$ cat config.mk
export PLATFORM = sky130hd
export DESIGN_NAME = ps2_device_port
export DESIGN_NICKNAME = d
export VERILOG_FILES = /design/src/rtl/ps2_pkg.sv /design/src/rtl/ps2_fifo.sv /design/src/rtl/ps2_device_port.sv
export SDC_FILE = /design/constraint.sdc
export NUM_CORES = 1
export LEC_CHECK = 0
export ABC_CLOCK_PERIOD_IN_PS = 4400
export BUFFER_PORTS_ARGS = -buffer_cell sky130_fd_sc_hd__buf_2
export CAP_MARGIN = 20
export CELL_PAD_IN_SITES_DETAIL_PLACEMENT = 2
export CELL_PAD_IN_SITES_GLOBAL_PLACEMENT = 2
export CORE_ASPECT_RATIO = 1.4
export CORE_MARGIN = 2
export CORE_UTILIZATION = 42
export CTS_CLUSTER_DIAMETER = 30
export DETAILED_ROUTE_END_ITERATION = 8
export GPL_TIMING_DRIVEN = 0
export HOLD_SLACK_MARGIN = 0.02
export PLACE_DENSITY = 0.75
export SYNTH_ARGS = -nofsm -noshare
export SYNTH_HDL_FRONTEND = slang
export SYNTH_SLANG_ARGS = --single-unit
$ cat constraint.sdc
create_clock -name clk_sys -period 4.4 [get_ports clk_sys]
set_clock_uncertainty 0.2 [all_clocks]
set_input_delay 0.44 -clock clk_sys [delete_from_list [all_inputs] [get_ports clk_sys]]
set_output_delay 0.44 -clock clk_sys [all_outputs]
set_load 0.02 [all_outputs]
$ cat src/rtl/ps2_pkg.sv
// Shared types and helpers for the PS/2 device port.
package ps2_pkg;

  typedef enum logic [1:0] {
    StIdle,
    StTx,
    StRx,
    StInhibit
  } ps2_state_e;

  localparam int unsigned PS2_FRAME_BITS = 11;

  function automatic logic odd_parity(input logic [7:0] data);
    return ~^data;
  endfunction

endpackage

$ cat src/rtl/ps2_fifo.sv
// Count-based byte FIFO feeding the PS/2 transmitter; sticky overflow on dropped writes.
module ps2_fifo #(
  parameter int unsigned FIFO_BITS = 3
) (
  input  logic               clk_sys,
  input  logic               reset,
  input  logic               push,
  input  logic [7:0]         push_data,
  input  logic               pop,
  output logic [7:0]         head,
  output logic [FIFO_BITS:0] count,
  output logic               full,
  output logic               overflow
);

  localparam int unsigned Depth = 1 << FIFO_BITS;
  localparam logic [FIFO_BITS:0] DepthCnt = {1'b1, {FIFO_BITS{1'b0}}};

  logic [7:0]           mem_q [Depth];
  logic [FIFO_BITS-1:0] wr_ptr_q, rd_ptr_q;
  logic [FIFO_BITS:0]   count_q;
  logic                 do_push, do_pop;

  assign count   = count_q;
  assign full    = (count_q == DepthCnt);
  assign head    = mem_q[rd_ptr_q];
  assign do_pop  = pop && (count_q != '0);
  // A pop in the same cycle frees the slot, so a write while full is still accepted.
  assign do_push = push && (!full || do_pop);

  always_ff @(posedge clk_sys) begin
    if (do_push) mem_q[wr_ptr_q] <= push_data;
  end

  always_ff @(posedge clk_sys) begin
    if (reset) begin
      wr_ptr_q <= '0;
      rd_ptr_q <= '0;
      count_q  <= '0;
      overflow <= 1'b0;
    end else begin
      if (do_push) wr_ptr_q <= wr_ptr_q + 1'b1;
      if (do_pop)  rd_ptr_q <= rd_ptr_q + 1'b1;
      unique case ({do_push, do_pop})
        2'b10:   count_q <= count_q + 1'b1;
        2'b01:   count_q <= count_q - 1'b1;
        default: count_q <= count_q;
      endcase
      if (push && !do_push) overflow <= 1'b1;
    end
  end

endmodule

$ cat src/rtl/ps2_device_port.sv
// Bidirectional PS/2 device emulator: FIFO-fed transmit frames, host command receive with ack,
// and host-inhibit abort/retry.
module ps2_device_port
  import ps2_pkg::*;
#(
  parameter int unsigned PS2DIV    = 100,
  parameter int unsigned FIFO_BITS = 3
) (
  input  logic       clk_sys,
  input  logic       reset,
  input  logic [7:0] wr_data,
  input  logic       wr_strobe,
  output logic       fifo_full,
  output logic       overflow,
  output logic       ps2_clk_out,
  output logic       ps2_data_out,
  input  logic       ps2_clk_in,
  input  logic       ps2_data_in,
  output logic [7:0] rx_data,
  output logic       rx_strobe,
  output logic       rx_parity_err,
  output logic       busy
);

  localparam int unsigned DivW = (PS2DIV > 1) ? $clog2(PS2DIV) : 1;
  localparam logic [DivW-1:0] DivMax = DivW'(PS2DIV - 1);
  localparam logic [3:0] LastBit = 4'(PS2_FRAME_BITS - 1);

  logic [DivW-1:0]    div_q;
  logic               phase_q, tick, rise_tick, fall_tick;
  logic [1:0]         clk_sync_q, data_sync_q;
  logic               clk_s, data_s;
  ps2_state_e         state_q;
  logic [3:0]         bit_idx_q;
  logic [9:0]         shift_q;
  logic               inh_seen_q;
  logic               fifo_pop, fifo_empty;
  logic [7:0]         fifo_head;
  logic [FIFO_BITS:0] fifo_count;

  ps2_fifo #(
    .FIFO_BITS(FIFO_BITS)
  ) u_fifo (
    .clk_sys  (clk_sys),
    .reset    (reset),
    .push     (wr_strobe),
    .push_data(wr_data),
    .pop      (fifo_pop),
    .head     (fifo_head),
    .count    (fifo_count),
    .full     (fifo_full),
    .overflow (overflow)
  );

  assign fifo_empty = (fifo_count == '0);
  assign tick       = (div_q == DivMax);
  // Rise ticks release the clock (and shift data); fall ticks pull it low.
  assign rise_tick  = tick & phase_q;
  assign fall_tick  = tick & ~phase_q;
  assign clk_s      = clk_sync_q[1];
  assign data_s     = data_sync_q[1];
  assign fifo_pop   = (state_q == StTx) && rise_tick && (bit_idx_q == LastBit);
  assign busy       = (state_q != StIdle);

  always_ff @(posedge clk_sys) begin
    if (reset) begin
      div_q       <= '0;
      phase_q     <= 1'b0;
      clk_sync_q  <= 2'b11;
      data_sync_q <= 2'b11;
    end else begin
      div_q       <= tick ? '0 : div_q + 1'b1;
      if (tick) phase_q <= ~phase_q;
      clk_sync_q  <= {clk_sync_q[0], ps2_clk_in};
      data_sync_q <= {data_sync_q[0], ps2_data_in};
    end
  end

  always_ff @(posedge clk_sys) begin
    if (reset) begin
      state_q       <= StIdle;
      bit_idx_q     <= '0;
      shift_q       <= '0;
      inh_seen_q    <= 1'b0;
      ps2_clk_out   <= 1'b1;
      ps2_data_out  <= 1'b1;
      rx_data       <= '0;
      rx_strobe     <= 1'b0;
      rx_parity_err <= 1'b0;
    end else begin
      rx_strobe <= 1'b0;
      unique case (state_q)
        StIdle: begin
          if (rise_tick && clk_s) begin
            bit_idx_q <= '0;
            if (!data_s) begin
              state_q <= StRx;
            end else if (!fifo_empty) begin
              shift_q      <= {1'b1, odd_parity(fifo_head), fifo_head};
              ps2_data_out <= 1'b0;
              state_q      <= StTx;
            end
          end
        end
        StTx: begin
          if (ps2_clk_out && !clk_s && bit_idx_q != LastBit) begin
            ps2_clk_out  <= 1'b1;
            ps2_data_out <= 1'b1;
            inh_seen_q   <= 1'b0;
            state_q      <= StInhibit;
          end else if (fall_tick) begin
            ps2_clk_out <= 1'b0;
          end else if (rise_tick) begin
            ps2_clk_out <= 1'b1;
            if (bit_idx_q == LastBit) begin
              ps2_data_out <= 1'b1;
              state_q      <= StIdle;
            end else begin
              bit_idx_q    <= bit_idx_q + 1'b1;
              ps2_data_out <= shift_q[0];
              shift_q      <= {1'b1, shift_q[9:1]};
            end
          end
        end
        StRx: begin
          if (ps2_clk_out && !clk_s) begin
            ps2_data_out <= 1'b1;
            inh_seen_q   <= 1'b0;
            state_q      <= StInhibit;
          end else if (fall_tick) begin
            ps2_clk_out <= 1'b0;
            if (bit_idx_q == LastBit) ps2_data_out <= 1'b0;
          end else if (rise_tick) begin
            ps2_clk_out <= 1'b1;
            if (bit_idx_q == LastBit) begin
              ps2_data_out  <= 1'b1;
              state_q       <= StIdle;
              rx_strobe     <= 1'b1;
              rx_data       <= shift_q[7:0];
              rx_parity_err <= ~(^shift_q[8:0]);
            end else begin
              shift_q   <= {data_s, shift_q[9:1]};
              bit_idx_q <= bit_idx_q + 1'b1;
            end
          end
        end
        StInhibit: begin
          if (!clk_s) begin
            inh_seen_q <= 1'b0;
          end else if (tick) begin
            if (inh_seen_q) state_q <= StIdle;
            else            inh_seen_q <= 1'b1;
          end
        end
        default: state_q <= StIdle;
      endcase
    end
  end

endmodule

==> results.md, run 1 <==
* DRC at 0
* Synthesized instance count at 412
* Syn Area/Cell at 12.46 sq um
* Commonest non-fill, non-tap cell in the layout: edfxtp_1
* ANT cells at 0
* Antenna violations before repair at 0
* Async S/R FF share, synth at 0%
* Root buf cell: clkbuf_16
* Largest net degree at the start of global routing at 17
* Outcome: complete, no violations
* Syn_nets at 438
* Post-layout worst setup margin at 0.9036 ns
* Pwr/cell area at 469.8 nW/um^2
* Final min period at 3.496 ns
* CTS Buf Count at 17
* WL per Instance at 20.98 um
* Initial core utilization at 43.23%
* Post-synth top area cell: edfxtp_1
* Dpl ws at 0.8509 ns
* Final #Nets at 489
* Global Route Usage Sum at 21.41%
* Post-Route WL at 13070 um
* Worst EP required at 4.23 ns
* Die Width at 97.45 um
* WS Path Type: reg2reg
* Period utilisation layout at 79.46%
* Final GP Congestion at 0.7799
* # setup viols final at 0
* Crit Path Max Fanout at 8
* Crit end category: flop
* Hold Path Class: in2reg
* Routed vias at 3377
* Final TNS setup at 0 ns
* EDFF count, synth at 64
* First-pass detailed-route iteration total at 4
* Synth area leaders: edfxtp_1 (37%), dfxtp_1 (21%), mux4_2 (7.0%), nor2_1 (4.6%), mux2i_1 (3.5%)
* Area Overhead vs Synth at 19.81%
* Synthesis Warnings at 0
* I/O Buffers at 27
* Row Count at 47
* Synth top area share at 37.43%
* CTS sink cnt at 119
* ANT nets after route at 0
* Worst EP arrival at 3.33 ns
* R2R depth at 6
* CP Launch Type: flop
* Sequential area share after synthesis at 58.87%
* Most frequent cells in the layout: edfxtp_1 (64), nor2_1 (63), dfxtp_1 (55)
* Die Y at 134.8 um
* Latest clock arrival within the worst-skew pair at 0.41 ns
* Worst-case clock buffer depth at 2
* Worst path slowest cell: nor2_1
* RSZ-0062 raised after global routing: no
* H-tree depth at 4
* Die area at 13140 sq um
* Netlist cell types at 56
* Share of cells above drive strength 1 at 21.01%
* Slowest stage delay, CP at 0.81 ns
* FF+latch count, synth at 119
* Core Region at 11880 sq um
* Mapped Area at 5135 sq um
* Ys flop type: edfxtp_1
* 1st-iter DRT viols at 120
* Final-report hold violation count at 0
* Reg clk slew, reported paths at 0.06 ns
* Number of global-route vias before repair at 3735
* Fmax at 286.0 MHz
* Max-Slew Margin vs Limit at 27.25%
* Vias/cell at 5.421
* Dpl hpwl at 8783 um
* CTS tree: done
* Leakage at 2.168 nW
* I/O pins at 28
* Hold Crit Depth at 1
* Slew Viols, Final at 0
* Worst-Margin Slew at 1.085 ns
* Max-cap viol count at 0
* Peak VDD IR at 345.0 uV
* Critical-path cell list: or4b_1, buf_2, or4_4, a21boi_2, nand2_1, nor2_1
* First-pass GRT wire length at 20970 um
* Gr ovfl total at 0
-- per-layer routing --
layer / share of wire [%] / vias to the layer above / global-route usage (%) / routed length [um]
li1: - / 1603 / - / -
met1: 38 / 1692 / 22.59 / 5025
met2: 57 / 64 / 41.61 / 7465
met3: 2.8 / 18 / 5.228 / 367
met4: 1.6 / 0 / 6.481 / 215
met5: 0 / - / 0 / 0
-- kinds of logic (layout without fill, tap and decap cells) --
logic type	count (synthesis)	count (layout)	share of synthesized area (%)
AOI/OAI and AO/OA	63	63	8.236
DFF	119	119	58.87
buffers and inverters	28	92	2.144
xor gates and xnor gates	28	28	5.141
adders and majority gates	13	13	3.314
muxes	34	34	10.53
and+or+nand+nor	127	127	11.77
-- where the power goes --
group,switching [W],internal (W),leakage [nW],total (W)
Combinational,0.000120,0.0000745,0.831,0.000194
Sequential,0.0000209,0.00120,1.03,0.00122
Clock,0.000561,0.000917,0.310,0.00148
-- critical path: cells and delay by family (launching register included) --
| family | cells | cell delay, ns |
|---|---|---|
| AO/OA/AOI/OAI | 1 | 0.29 |
| flip-flops | 1 | 0.34 |
| buffers and inverters | 1 | 0.18 |
| AND/OR/NAND/NOR | 4 | 2.09 |
-- state kept, by name (all words and copies together) (netlist names), 2 cells and up, named ones only --
register         cells
data_sync_q          2
u_fifo.count         4
u_fifo.wr_ptr_q      3
rx_data              8
div_q                7
shift_q             10
bit_idx_q            4
clk_sync_q           2
u_fifo.mem_q        64
u_fifo.rd_ptr_q      3
state_q              2
-- final cells by class --
cell class	instances	area, sq um
buffer	17	68.82
clock buffer	17	425.4
clock inverter	15	202.7
fill	1172	5727
inverter	11	41.29
multi-input combinational	265	2028
sequential	119	3023
tap	147	183.9
timing repair buffer	32	178.9
-- metrics by stage --
stage / std cells / hold slack, ns / total power, W / utilization, % / area (sq um)
global placement: 586 / 0.1948 / 0.001418 / 45.91 / 5454
detailed placement: 587 / 0.2035 / 0.001433 / 46.20 / 5488
CTS: 621 / 0.06495 / 0.002923 / 51.65 / 6136
global route: 623 / 0.08150 / 0.002987 / 51.79 / 6152
floorplan: 412 / 0.1895 / 0.001364 / - / 5135
finish: 623 / 0.08481 / 0.002890 / 51.79 / 6152
-- Yosys cell counts, drive strengths merged (2+ instances only) --
cell / instances
edfxtp: 64
nor2: 64
dfxtp: 55
a21oi: 23
xnor2: 20
mux2i: 18
nand2: 17
mux4: 16
a211oi: 14
clkbuf: 12
ha: 12
inv: 10
nor3: 9
xor2: 8
or2: 7
nand3: 6
o21ai: 6
buf: 5
nor2b: 4
a31oi: 3
and2: 3
nand2b: 3
nor4: 3
a211o: 2
a21boi: 2
a21o: 2
nand4: 2
o31ai: 2
or4: 2
-- what timing repair did --
| action | CTS | global route |
|---|---|---|
| buffers inserted | 0 | 0 |
| resized for setup | 0 | 0 |
| hold endpoints to repair | 2 | 0 |
| hold buffers | 2 | 0 |
-- final timing paths --
| kind | end | from | slack, ns |
|---|---|---|---|
| worst min-delay path | u_fifo.mem_q[2][1]$_DFFE_PP_ | wr_data[1] | 0.08 |
| worst min register to register | data_sync_q[1]$_SDFF_PP1_ | data_sync_q[0]$_SDFF_PP1_ | 0.21 |
| worst max-delay path | u_fifo.mem_q[7][3]$_DFFE_PP_ | div_q[3]$_SDFF_PP0_ | 0.90 |
| worst max register to register | u_fifo.mem_q[7][3]$_DFFE_PP_ | div_q[3]$_SDFF_PP0_ | 0.90 |
Note: power is estimated with default switching activity, not from simulation.
==> inputs of run 2 (changes only) <==
Settings changed: ABC_AREA set to 1, ABC_CLOCK_PERIOD_IN_PS 4400 to 3510, CORE_UTILIZATION 42 to 37.
Clock period 4.4 ns to 3.51 ns, I/O delays scaled along.
==> results.md, run 2 <==
* Outcome: complete, no violations (unchanged)
* Netlist cell types at 42 (was 56)
* Layer with the highest usage: met2 (unchanged)
* ANT nets after route at 0 (unchanged)
* Area Overhead vs Synth at 18.74% (was 19.81%)
* Syn_nets at 720 (was 438)
* Slew Viols, Final at 0 (unchanged)
* CTS tree: done (unchanged)
* Final-report hold violation count at 0 (unchanged)
* Syn Area/Cell at 8.322 sq um (was 12.46 sq um)
* Most frequent cells in the layout: nand2_1 (197), inv_1 (111), nand3_1 (64), edfxtp_1 (64), dfxtp_1 (55) (was edfxtp_1 (64), nor2_1 (63), dfxtp_1 (55))
* Hold Path Class: in2reg (unchanged)
* I/O Buffers at 27 (unchanged)
* Row Count at 54 (was 47)
* Leakage at 3.000 nW (was 2.168 nW)
* Reg with most FFs: u_fifo.mem_q (unchanged)
* FF+latch count, synth at 119 (unchanged)
* Multi-input logic area at 2242 sq um (was 2028 sq um)
* Synthesis Warnings at 0 (unchanged)
* RSZ-0062 raised after global routing: no (unchanged)
* Ys flop type: edfxtp_1 (unchanged)
* Synth top area share at 33.28% (was 37.43%)
* Post-synth top area cell: edfxtp_1 (unchanged)
* Dpl hpwl at 12860 um (was 8783 um)
* Core Region at 15400 sq um (was 11880 sq um)
* ANT cells at 0 (unchanged)
* DRC at 0 (unchanged)
* CTS Buf Count at 17 (unchanged)
* Mapped Area at 5776 sq um (was 5135 sq um)
* Final #Nets at 775 (was 489)
* Die Y at 151.8 um (was 134.8 um)
* H-tree depth at 4 (unchanged)
* Synthesized instance count at 694 (was 412)
* Worst-case clock buffer depth at 2 (unchanged)
* Worst EP arrival at 3.18 ns (was 3.33 ns)
* Worst-Margin Slew at 1.051 ns (was 1.085 ns)
* Fillers at 1765 (was 1172)
* Register Area at 3023 sq um (unchanged)
* Vias/cell at 5.091 (was 5.421)
* Global Route Usage Sum at 23.45% (was 21.41%)
* Pwr/cell area at 506.1 nW/um^2 (was 469.8 nW/um^2)
* Antenna violations before repair at 0 (unchanged)
* Async S/R FF share, synth at 0% (unchanged)
* Reg clk slew, reported paths at 0.07 ns (was 0.06 ns)
* Latest clock arrival within the worst-skew pair at 0.43 ns (was 0.41 ns)
* Met2 Use GR at 43.83% (was 41.61%)
* GR Layer Usage met1 at 25.69% (was 22.59%)
* Util after Layout at 44.52% (was 51.79%)
* Number of global-route vias before repair at 5483 (was 3735)
* WL per Instance at 18.94 um (was 20.98 um)
* I/O pins at 28 (unchanged)
* CP Launch Type: flop (unchanged)
* Fmax at 299.6 MHz (was 286.0 MHz)
* Post-synth top cells: nand2_1 (197), inv_1 (111), edfxtp_1 (64), nand3_1 (64), dfxtp_1 (55) (was edfxtp_1 (64), nor2_1 (63), dfxtp_1 (55))
* WHS at 0.02269 ns (was 0.08481 ns)
* Final TNS setup at 0 ns (unchanged)
* Sequential area share after synthesis at 52.34% (was 58.87%)
* Initial core utilization at 37.49% (was 43.23%)
* WS Path Type: reg2reg (unchanged)
* CTS sink cnt at 119 (unchanged)
* Design Power at 0.003471 W (was 0.002890 W)
* Largest net degree at the start of global routing at 17 (unchanged)
* Share of cells above drive strength 1 at 13.52% (was 21.01%)
* Gr ovfl total at 0 (unchanged)
* Top Registers: u_fifo.mem_q (64), shift_q (10), rx_data (8) (unchanged)
* Dpl ws at 0.1448 ns (was 0.8509 ns)
* Final min period at 3.338 ns (was 3.496 ns)
* First-pass GRT wire length at 29280 um (was 20970 um)
* EDFF count, synth at 64 (unchanged)
* Post-CTS setup buffers at 0 (unchanged)
* Post-layout worst setup margin at 0.1724 ns (was 0.9036 ns)
* Peak VDD IR at 233.8 uV (was 345.0 uV)
* 1st-iter DRT viols at 91 (was 120)
* Worst EP required at 3.35 ns (was 4.23 ns)
* Post-Route WL at 18150 um (was 13070 um)
* Max-Slew Margin vs Limit at 29.66% (was 27.25%)
* Synth area leaders: edfxtp_1 (33%), dfxtp_1 (19%), nand2_1 (13%), inv_1 (7.2%), nand3_1 (5.5%) (was edfxtp_1 (37%), dfxtp_1 (21%), mux4_2 (7.0%), nor2_1 (4.6%), mux2i_1 (3.5%))
* Hold Crit Depth at 1 (unchanged)
* R2R depth at 11 (was 6)
* Max reg flops at 64 (unchanged)
* Cell with the most instances after synthesis: nand2_1 (was edfxtp_1)
* First-pass detailed-route iteration total at 4 (unchanged)
* Final GP Congestion at 0.7793 (was 0.7799)
* Die Width at 109.6 um (was 97.45 um)
* Crit Path Max Fanout at 8 (unchanged)
* Commonest non-fill, non-tap cell in the layout: nand2_1 (was edfxtp_1)
* Max-cap viol count at 0 (unchanged)
* # setup viols final at 0 (unchanged)
* Met3 global-route usage at 3.175% (was 5.228%)
* Die area at 16640 sq um (was 13140 sq um)
* Root buf cell: clkbuf_16 (unchanged)
* Crit end category: flop (unchanged)
* Period utilisation layout at 95.09% (was 79.46%)
* Routed vias at 4877 (was 3377)
==> run 2: kinds of logic (layout without fill, tap and decap cells) <==
family	after synthesis	count (layout)	share of synthesized area [%]
XOR/XNOR	13	13	1.971
buffers and inverters	132	200	8.882
AND/OR/NAND/NOR	331	331	25.58
AO/OA/AOI/OAI	86	86	8.276
flip-flops	119	119	52.34
adder cells (fa/ha/maj)	13	13	2.946
==> run 2: area by class of cell <==
| class | count | share of cell area, % |
|---|---|---|
| sequential | 119 | 44.08 |
| multi-input combinational | 443 | 32.69 |
| clock buffer | 19 | 6.933 |
| inverter | 111 | 6.076 |
| tap | 196 | 3.576 |
| timing repair buffer | 36 | 3.339 |
| clock inverter | 13 | 1.897 |
| buffer | 21 | 1.405 |
==> run 2: path summary, 6_finish.rpt <==
path                                 start                           end  slack (ns)
setup / recovery       div_q[0]$_SDFF_PP0_  u_fifo.mem_q[6][3]$_DFFE_PP_        0.17
setup reg to reg       div_q[0]$_SDFF_PP0_  u_fifo.mem_q[6][3]$_DFFE_PP_        0.17
hold reg to reg   clk_sync_q[0]$_SDFF_PP1_      clk_sync_q[1]$_SDFF_PP1_        0.22
hold / removal                  wr_data[6]  u_fifo.mem_q[7][6]$_DFFE_PP_        0.02
==> run 2: critical path, stage by stage (launching register included) <==
cell and delay [ns]:
dfxtp_1 0.38, ha_1 0.18, inv_1 0.07, or2_4 0.24, nor3_4 0.14, nand2_4 0.13, nor2_4 0.20, nand4_2 0.14
nand2_2 0.10, nand2_2 0.08, or2_4 0.27, nor2_1 0.80
==> run 2: power by group <==
| group | switching [W] | internal (W) |
|---|---|---|
| Sequential | 0.0000135 | 0.00149 |
| Combinational | 0.000121 | 0.0000526 |
| Clock | 0.000714 | 0.00108 |
| Total | 0.000848 | 0.00262 |
==> run 2: through the flow <==
step | instances | instance area [sq um]
6_report | 958 | 6858
5_1_grt | 958 | 6858
4_1_cts | 957 | 6844
3_5_place_dp | 919 | 6178
3_3_place_gp | 917 | 6156
2_1_floorplan | 694 | 5776
==> run 2: repair_timing <==
action | CTS | global route
setup endpoints to repair | 0 | 8
endpoints found under the hold margin | 27 | 0
hold buffers | 6 | 0
gates resized for setup | 0 | 1
==> run 2: per-layer routing <==
metal  up-vias  share of wire (%)  routed length (um)
met5         -                  0                   0
met2        74                 56               10160
met1      2408                 39                7059
met3        37                2.0                 364
met4         0                3.1                 560
li1       2358                  -                   -
